## src/rtl/jpeg_rgb565_packer.sv

```systemverilog
// jpeg_rgb565_packer
// Pops 24-bit RGB pixels from the JPEG output FIFO, converts each one to
// RGB565 and packs two pixels per 32-bit word (pixel 0 in [15:0]). Words go
// out on a registered valid/accept stream. The block also handles odd-length
// frames, synchronous flush and per-frame word counting.
// Optional build macro: JPEG_RGB565_ROUND_EN selects round-to-nearest with
// saturation instead of plain truncation. Timing is identical either way.
module jpeg_rgb565_packer #(
  parameter int COUNT_W = 16
) (
  input  logic               clk_i,
  input  logic               rst_ni,
  input  logic               pixel_valid_i,
  input  logic [23:0]        pixel_data_i,
  input  logic               pixel_last_i,
  output logic               pixel_pop_o,
  input  logic               flush_i,
  output logic               out_valid_o,
  output logic [31:0]        out_data_o,
  output logic [3:0]         out_strb_o,
  output logic               out_last_o,
  input  logic               out_accept_i,
  output logic               frame_done_o,
  output logic [COUNT_W-1:0] word_count_o
);

  logic [4:0]         w_r5;
  logic [5:0]         w_g6;
  logic [4:0]         w_b5;
  logic [15:0]        w_px565;
  logic               w_slot_free;
  logic               w_accept;

  logic               r_have_lo;
  logic [15:0]        r_lo;
  logic               r_valid;
  logic [31:0]        r_data;
  logic [3:0]         r_strb;
  logic               r_last;
  logic               r_frame_done;
  logic [COUNT_W-1:0] r_count;

`ifdef JPEG_RGB565_ROUND_EN
  logic [8:0] w_r9;
  logic [8:0] w_g9;
  logic [8:0] w_b9;

  // Round to nearest; a carry into bit 8 means the result would overflow, so saturate
  always_comb begin
    w_r9 = {1'b0, pixel_data_i[23:16]} + 9'd4;
    w_g9 = {1'b0, pixel_data_i[15:8]}  + 9'd2;
    w_b9 = {1'b0, pixel_data_i[7:0]}   + 9'd4;
    w_r5 = w_r9[8] ? 5'd31 : 5'(w_r9 >> 3);
    w_g6 = w_g9[8] ? 6'd63 : 6'(w_g9 >> 2);
    w_b5 = w_b9[8] ? 5'd31 : 5'(w_b9 >> 3);
  end
`else
  // Plain truncation: keep the top bits of each channel
  always_comb begin
    w_r5 = 5'(pixel_data_i[23:16] >> 3);
    w_g6 = 6'(pixel_data_i[15:8]  >> 2);
    w_b5 = 5'(pixel_data_i[7:0]   >> 3);
  end
`endif

  assign w_px565     = {w_r5, w_g6, w_b5};
  assign w_slot_free = ~r_valid | out_accept_i;
  assign w_accept    = r_valid & out_accept_i;

  // A non-last pixel with nothing held only goes into lo, so it never needs the output slot
  assign pixel_pop_o = rst_ni & ~flush_i & pixel_valid_i &
                       ((~r_have_lo & ~pixel_last_i) | w_slot_free);

  assign out_valid_o  = r_valid;
  assign out_data_o   = r_data;
  assign out_strb_o   = r_strb;
  assign out_last_o   = r_last;
  assign frame_done_o = r_frame_done;
  assign word_count_o = r_count;

  // Packing, output register, word counting and frame-done pulse
  always_ff @(posedge clk_i or negedge rst_ni) begin
    if (!rst_ni) begin
      r_have_lo    <= 1'b0;
      r_lo         <= '0;
      r_valid      <= 1'b0;
      r_data       <= '0;
      r_strb       <= '0;
      r_last       <= 1'b0;
      r_frame_done <= 1'b0;
      r_count      <= '0;
    end else if (flush_i) begin
      // Any held pixel and pending word are dropped; an accept this cycle is ignored
      r_have_lo    <= 1'b0;
      r_valid      <= 1'b0;
      r_strb       <= '0;
      r_last       <= 1'b0;
      r_frame_done <= 1'b0;
      r_count      <= '0;
    end else begin
      r_frame_done <= 1'b0;
      if (w_accept) begin
        r_valid <= 1'b0;
        if (r_last) begin
          r_count      <= '0;
          r_frame_done <= 1'b1;
        end else begin
          r_count <= r_count + 1'b1;
        end
      end
      if (pixel_pop_o) begin
        if (r_have_lo) begin
          r_data    <= {w_px565, r_lo};
          r_strb    <= 4'hF;
          r_last    <= pixel_last_i;
          r_valid   <= 1'b1;
          r_have_lo <= 1'b0;
        end else if (pixel_last_i) begin
          r_data  <= {16'h0000, w_px565};
          r_strb  <= 4'h3;
          r_last  <= 1'b1;
          r_valid <= 1'b1;
        end else begin
          r_lo      <= w_px565;
          r_have_lo <= 1'b1;
        end
      end
    end
  end

endmodule

```

## config.mk

```make
export PLATFORM = sky130hd
export DESIGN_NAME = jpeg_rgb565_packer
export DESIGN_NICKNAME = d
export VERILOG_FILES = /design/src/rtl/jpeg_rgb565_packer.sv
export SDC_FILE = /design/constraint.sdc
export NUM_CORES = 1
export LEC_CHECK = 0
export CORE_ASPECT_RATIO = 0.75
export CORE_MARGIN = 2
export CORE_UTILIZATION = 48
export DETAILED_ROUTE_END_ITERATION = 10
export GPL_ROUTABILITY_DRIVEN = 0
export GPL_TIMING_DRIVEN = 0
export PLACE_DENSITY = 0.77
export SLEW_MARGIN = 10
export SYNTH_ARGS = -nofsm -noshare
export SYNTH_HDL_FRONTEND = slang
export SYNTH_SLANG_ARGS = --single-unit
export TNS_END_PERCENT = 1
```

## constraint.sdc

```tcl
create_clock -name clk_i -period 2.3 [get_ports clk_i]
set_input_delay 0.345 -clock clk_i [delete_from_list [all_inputs] [get_ports clk_i]]
set_output_delay 0.345 -clock clk_i [all_outputs]
set_load 0.005 [all_outputs]
```

==> impl_metrics.json, run 1 <==
{
  "grt_pass1_vias": 2595,
  "die-area_um2": 7200,
  "clock_tree.buffer_depth": 2,
  "rsz0062_at_grt": "no",
  "post_cts_buffers": 0,
  "ir_worst_vdd_mv": 0.399,
  "maxSlewHeadroom_pct": 44.6,
  "slowest_stage": "clkdlybuf4s50_1",
  "synth-seq-area-share_pct": 55.9,
  "powerDensity_nw_per_um2": 667,
  "cts_tree": "yes",
  "fp.coreArea_um2": 6320,
  "floorplan.initialDensity_pct": 49.6,
  "wl_um": 8290,
  "vias": 2758,
  "first_iter_violations": 188,
  "fin_nets": 410,
  "grtUsageTotal_pct": 23.8,
  "p_int_mw": 2.10,
  "syn_to_final_growth_pct": 34.9,
  "cp.arrival_ns": 1.77,
  "p_sw_mw": 0.718,
  "ys_ff_latch": 70,
  "end_kind": "output pin",
  "portBuffers": 77,
  "worst_slack_ns": 0.186,
  "antenna_found_initial": 0,
  "ys_warn_count": 0,
  "start_kind": "primary input",
  "ys.flop_type": "dfrtp_1",
  "first_pass_iters": 4,
  "wl_per_cell_um": 17.9,
  "synth-compound-area-share_pct": 20.3,
  "synth-async-reset-ratio_pct": 100,
  "path_buf_inv": 3,
  "p_seq_share_pct": 51.9,
  "max_freq_mhz": 473,
  "path_cells": "clkdlybuf4s50_1, and3b_2, and2_1, buf_4, nand2b_1, dlygate4sd2_1",
  "hpwl_um": 5850,
  "seqCellArea_um2": 1750,
  "tightestPinTransition_ns": 0.829,
  "dp_slack_ns": -0.369,
  "io_pins": 86,
  "die_h_um": 74.0,
  "synth_cells": 289,
  "crit_required_ns": 1.96,
  "vias_per_cell": 5.94,
  "synth_edf_count": 0,
  "clock-sinks": 70,
  "fin_crit_sh_pct": 91.9,
  "hold_viol": 0,
  "synth_fa_ha_area_share_pct": 0.399,
  "min_path_type": "primary input to async pin",
  "utilization_pct": 66.9,
  "avgSynthCellArea_um2": 10.8,
  "p_leak_nw": 1.79,
  "critPathMaxStageDelay_ns": 0.40,
  "synth-xor-area-share_pct": 0,
  "synth_mux_area_share_pct": 5.75,
  "gr-total-overflow": 0,
  "grt_max_degree": 54,
  "cts.htree.levels": 3,
  "synth_nets": 320,
  "status": "finished clean",
  "numCtsBuffers": 9,
  "die_w_um": 97.3,
  "cts_root_buffer": "clkbuf_8",
  "setup_tns_ns": 0,
  "path_clk_slew_ns": 0.07,
  "crit_type": "primary input to output pin",
  "whs_ns": 0.0107,
  "p_comb_share_pct": 16.8,
  "yosys.area_share.simple_pct": 14.1,
  "clk_latency_ns": 0.34,
  "maxSlewViolCount": 0,
  "yosysUniqueCellTypes": 38,
  "syn_area_um2": 3140,
  "placementRows": 25,
  "critPathMaxFanout": 8,
  "finalSetupViolations": 0,
  "detail-route-antenna-nets": 0,
  "cpLargestDelayFamily": "buffers and inverters",
  "power.share.switching_pct": 25.5,
  "synth_top_family_by_area": "compound AO/OA/AOI/OAI gates",
  "max_cap_viol_count": 0,
  "finClkSkew_ns": 0.00814,
  "n_antenna_cell": 0,
  "p_total_mw": 2.82,
  "p_clk_share_pct": 31.3,
  "multi_input_area_um2": 1280,
  "grt_pass1_wl_um": 13300,
  "fill_cells": 499,
  "min_period_ns": 2.11,
  "drc": 0,
  "drive_above_1_share_pct": 13.1
}
==> power groups by stage <==
stage | Clock (mW) | Sequential, mW | Combinational (mW)
finish | 0.884 | 1.46 | 0.474
global route | 0.959 | 1.48 | 0.518
CTS | 0.907 | 1.46 | 0.479
detailed placement | 0 | 1.48 | 0.473
global placement | 0 | 1.48 | 0.455
floorplan | 0 | 1.47 | 0.202
==> per-layer routing <==
layer	vias to the layer above	track usage (%)	routed length [µm]	part of all wire (%)
met5	-	0	0	0
met4	0	7.56	124	1.5
met3	10	6.77	552	6.7
met2	102	35.3	3700	45
met1	1374	34.4	3910	47
li1	1272	-	-	-
==> cells by family (layout without fill, tap and decap cells) <==
kind of cell,count (synthesis),in the layout
multiplexers,16,16
adder cells (fa/ha/maj),1,1
AO/OA/AOI/OAI,91,91
buffers and inverters,22,116
flip-flops,70,70
AND/OR/NAND/NOR,89,89
==> area by class of cell <==
| cell class | count | area share, % |
|---|---|---|
| multi-input combinational | 197 | 30.3 |
| tap | 81 | 2.40 |
| inverter | 4 | 0.355 |
| buffer | 18 | 2.34 |
| timing repair buffer | 79 | 19.1 |
| clock inverter | 4 | 0.533 |
| clock buffer | 11 | 3.58 |
| sequential | 70 | 41.4 |
==> stage by stage <==
step / area [µm²] / instances
6_report: 4230 / 464
3_5_place_dp: 4030 / 448
5_1_grt: 4230 / 464
3_3_place_gp: 4010 / 447
2_1_floorplan: 3140 / 289
4_1_cts: 4230 / 464
==> synth_stat cells, types with 2 or more instances <==
| cell type | n | share of area (%) |
|---|---|---|
| or3_1 | 3 | 0.60 |
| dfrtp_1 | 70 | 56 |
| a221o_1 | 16 | 5.1 |
| buf_2 | 8 | 1.3 |
| or4_1 | 4 | 0.96 |
| nand3_1 | 7 | 1.1 |
| a31oi_1 | 7 | 1.4 |
| a41oi_1 | 2 | 0.56 |
| and2_1 | 4 | 0.80 |
| a22o_1 | 17 | 4.7 |
| nand2_1 | 43 | 5.1 |
| mux2_2 | 16 | 5.7 |
| nor4_1 | 3 | 0.60 |
| inv_1 | 3 | 0.36 |
| nand4_1 | 6 | 1.2 |
| nand2b_1 | 3 | 0.60 |
| a21oi_1 | 13 | 2.1 |
| buf_4 | 3 | 0.72 |
| nor2_1 | 7 | 0.84 |
| clkbuf_1 | 6 | 0.72 |
| o21ai_0 | 30 | 4.8 |
| and3_1 | 2 | 0.40 |
==> cell usage in the layout (no fill, tap or decap), drive strengths merged, types with 2 or more instances in the layout <==
master,Yosys,layout
nand4,6,6
clkbuf,6,17
a21oi,13,13
or4,4,4
mux2,16,16
nand2,44,44
and3,2,2
a221o,16,16
inv,3,3
buf,12,14
a22o,17,17
and2,4,4
clkinv,1,4
nand3,7,7
nor2,7,7
a41oi,2,2
nand2b,3,3
o21ai,30,30
a31oi,7,7
dfrtp,70,70
or3,3,3
nor4,3,3
clkdlybuf4s50,0,74
==> state kept, by name (all words and copies together), names as in the netlist <==
register      cells
frame_done_o      1
out_data_o       32
out_last_o        1
out_strb_o        2
out_valid_o       1
r_have_lo         1
r_lo             16
word_count_o     16
==> worst paths after layout <==
check | startpoint | end | slack [ns] | depth (start not counted)
worst min-delay path | rst_ni | word_count_o[14]$_DFFE_PN0P_ | 0.01 | 2
worst min register to register | out_data_o[29]$_DFFE_PN0P_ | out_data_o[29]$_DFFE_PN0P_ | 0.51 | 1
worst max register to register | out_last_o$_DFFE_PN0P_ | word_count_o[13]$_DFFE_PN0P_ | 0.27 | 5
min in group clk_i | flush_i | word_count_o[11]$_DFFE_PN0P_ | 0.50 | 4
max in group asynchronous | rst_ni | r_have_lo$_DFFE_PN0P_ | 1.08 | 2
worst max-delay path | pixel_valid_i | pixel_pop_o | 0.19 | 6
==> timing repair <==
item,in CTS,in global routing
gates cloned,0,0
setup endpoints to repair,1,1
endpoints found under the hold margin,17,0
gates resized for setup,5,1
hold buffers,1,0
No activity file was read; power rests on OpenSTA's default activity.
==> run 2, diff against run 1 <==
--- a/config.mk
+++ b/config.mk
@@ -6,12 +6,12 @@
 export NUM_CORES = 1
 export LEC_CHECK = 0
 export CORE_ASPECT_RATIO = 0.75
-export CORE_MARGIN = 2
-export CORE_UTILIZATION = 48
+export CORE_MARGIN = 3
+export CORE_UTILIZATION = 43
 export DETAILED_ROUTE_END_ITERATION = 10
 export GPL_ROUTABILITY_DRIVEN = 0
 export GPL_TIMING_DRIVEN = 0
-export PLACE_DENSITY = 0.77
+export PLACE_DENSITY = 0.73
 export SLEW_MARGIN = 10
 export SYNTH_ARGS = -nofsm -noshare
 export SYNTH_HDL_FRONTEND = slang
==> constraint.sdc (replaced) <==
create_clock -name clk_i -period 1.7 [get_ports clk_i]
set_input_delay 0.255 -clock clk_i [delete_from_list [all_inputs] [get_ports clk_i]]
set_output_delay 0.255 -clock clk_i [all_outputs]
set_load 0.005 [all_outputs]
==> run 2 against run 1 <==
The flow now finishes with violations (negative setup slack). Flip-flop and latch count did not move. Via count rose by 1.4%. Total power rose by 41%. Clock-buffer cell count fell by 2. Global-route usage fell by 1.9 points. Cell area rose by 3.1%. Clock skew rose by 0.0072 ns. Clock power rose by 52%. Hold slack improved by 0.48 ns. Sequential power rose by 36%. Non-clock buffer count rose by 5. Largest cell class unchanged.
==> impl_metrics.json, run 2 (synthesis results as in run 1) <==
{
  "syn_to_final_growth_pct": 39.1,
  "die_w_um": 105,
  "ir_worst_vdd_mv": 0.491,
  "whs_ns": 0.494,
  "tightestPinTransition_ns": 1.03,
  "first_pass_iters": 4,
  "clk_latency_ns": 0.35,
  "worst_slack_ns": -0.0305,
  "numCtsBuffers": 9,
  "max_freq_mhz": 578,
  "io_pins": 86,
  "path_cells": "clkdlybuf4s50_1, and3b_2, and2_1, buf_6, nand2b_1, buf_2",
  "maxSlewViolCount": 0,
  "final_area_um2": 4360,
  "cpLargestDelayFamily": "buffers and inverters",
  "max_cap_viol_count": 0,
  "grt_pass1_wl_um": 14300,
  "antenna_found_initial": 0,
  "path_buf_inv": 3,
  "mostFrequentLayoutCells": "clkdlybuf4s50_1 (73), dfrtp_1 (65), nand2_1 (42)",
  "vias": 2796,
  "critPathMaxStageDelay_ns": 0.39,
  "wl_per_cell_um": 17.9,
  "crit_required_ns": 1.44,
  "die_h_um": 80.0,
  "fin_crit_sh_pct": 102,
  "path_clk_slew_ns": 0.07,
  "cts_tree": "yes",
  "drc": 0,
  "slowest_stage": "clkdlybuf4s50_1",
  "grtUsageTotal_pct": 21.9,
  "status": "finished with violations",
  "rsz0062_at_grt": "yes",
  "grt_pass1_vias": 2738,
  "fp.coreArea_um2": 6930,
  "clock_tree.buffer_depth": 2,
  "min_period_ns": 1.73,
  "place_area_um2": 4050,
  "fin_nets": 415,
  "clock-sinks": 70,
  "cp.arrival_ns": 1.48,
  "utilization_pct": 62.9,
  "grt_max_degree": 50,
  "drive_above_1_share_pct": 18.0,
  "n_antenna_cell": 0,
  "end_kind": "output pin",
  "maxSlewHeadroom_pct": 31.1,
  "gr-total-overflow": 0,
  "p_sw_mw": 1.04,
  "start_kind": "primary input",
  "min_path_type": "primary input to flop",
  "largest_reg_flops": 32,
  "first_iter_violations": 189,
  "die-area_um2": 8360,
  "hold_viol": 0,
  "p_clk_share_pct": 33.8,
  "finalSetupViolations": 4,
  "p_seq_share_pct": 49.8,
  "placementRows": 26,
  "crit_type": "primary input to output pin",
  "cts_root_buffer": "clkbuf_8",
  "violations": "negative setup slack",
  "p_leak_nw": 1.82,
  "finClkSkew_ns": 0.0153,
  "hpwl_um": 6040,
  "vias_per_cell": 5.74,
  "p_int_mw": 2.93,
  "p_total_mw": 3.97,
  "detail-route-antenna-nets": 0,
  "powerDensity_nw_per_um2": 911,
  "cts.htree.levels": 3,
  "dp_slack_ns": -0.837,
  "critPathMaxFanout": 8,
  "layout_commonest_cell": "clkdlybuf4s50_1",
  "wl_um": 8710,
  "floorplan.initialDensity_pct": 45.3,
  "power.share.switching_pct": 26.1,
  "p_comb_share_pct": 16.4,
  "portBuffers": 77
}
run 2: cell types whose count changed in the layout (fill, tap and decap cells not counted), sizes merged:
| cell | previous run | this run |
|---|---|---|
| buf | 14 | 18 |
| bufinv | 0 | 1 |
| clkbuf | 17 | 16 |
| clkdlybuf4s50 | 74 | 73 |
| clkinvlp | 1 | 2 |
| dlygate4sd2 | 1 | 2 |
| dlygate4sd3 | 1 | 2 |
| dlymetal6s2s | 1 | 0 |
| inv | 3 | 4 |
run 2: tightest hold or removal path, stage by stage:
cell           delay (ns)
dlygate4sd2_1        0.30
nor2_4               0.10
nand2b_1             0.07
a31oi_1              0.07
run 2: final timing paths:
| path | start | depth (start not counted) | endpoint | slack, ns |
|---|---|---|---|---|
| min in group asynchronous | rst_ni | 3 | word_count_o[14]$_DFFE_PN0P_ | 0.52 |
| setup reg to reg | out_valid_o$_DFF_PN0_ | 6 | out_data_o[31]$_DFFE_PN0P_ | -0.01 |
| hold / removal | flush_i | 4 | word_count_o[14]$_DFFE_PN0P_ | 0.49 |
| setup / recovery | pixel_valid_i | 6 | pixel_pop_o | -0.03 |
| max in group asynchronous | rst_ni | 2 | word_count_o[1]$_DFFE_PN0P_ | 0.35 |
| hold reg to reg | r_lo[11]$_DFFE_PN0P_ | 1 | out_data_o[11]$_DFFE_PN0P_ | 0.50 |
run 2: repair_timing:
action | in CTS | in global routing
pin swaps | 2 | 1
endpoints found under the hold margin | 21 | 0
hold buffers | 2 | 0
setup buffers | 4 | 0
setup endpoints to repair | 59 | 37
gates resized for setup | 19 | 12
run 2: final cells by class:
type	instances	area, µm²
plain buffers	18	110
multi-input cells	197	1320
fillers	556	2570
clock buffers	9	124
inverters	4	15.0
repair buffers	84	838
flip-flops and latches	70	1760
clock inverters	7	72.6
well taps	98	123
run 2: stage by stage:
stage               setup TNS, ns  cells
floorplan                       0    289
global placement          -306.25    464
detailed placement         -26.46    465
CTS                       -0.0632    487
global route               -0.726    487
finish                    -0.0545    487
run 2: power by group through the flow:
stage / Clock (mW) / Sequential (mW) / Combinational (mW)
after CTS: 1.38 / 1.98 / 0.660
final: 1.34 / 1.98 / 0.652
after global routing: 1.44 / 2.01 / 0.710
after detailed placement: 0 / 2.01 / 0.647
after floorplan: 0 / 1.99 / 0.274
after global placement: 0 / 2.00 / 0.618
run 2: routing by layer:
layer | GRT usage [%] | vias to the layer above | part of all wire (%)
li1 | - | 1274 | -
met1 | 30.8 | 1400 | 46
met2 | 32.9 | 118 | 45
met3 | 7.03 | 4 | 8.2
met4 | 5.37 | 0 | 0.68
met5 | 0 | - | 0
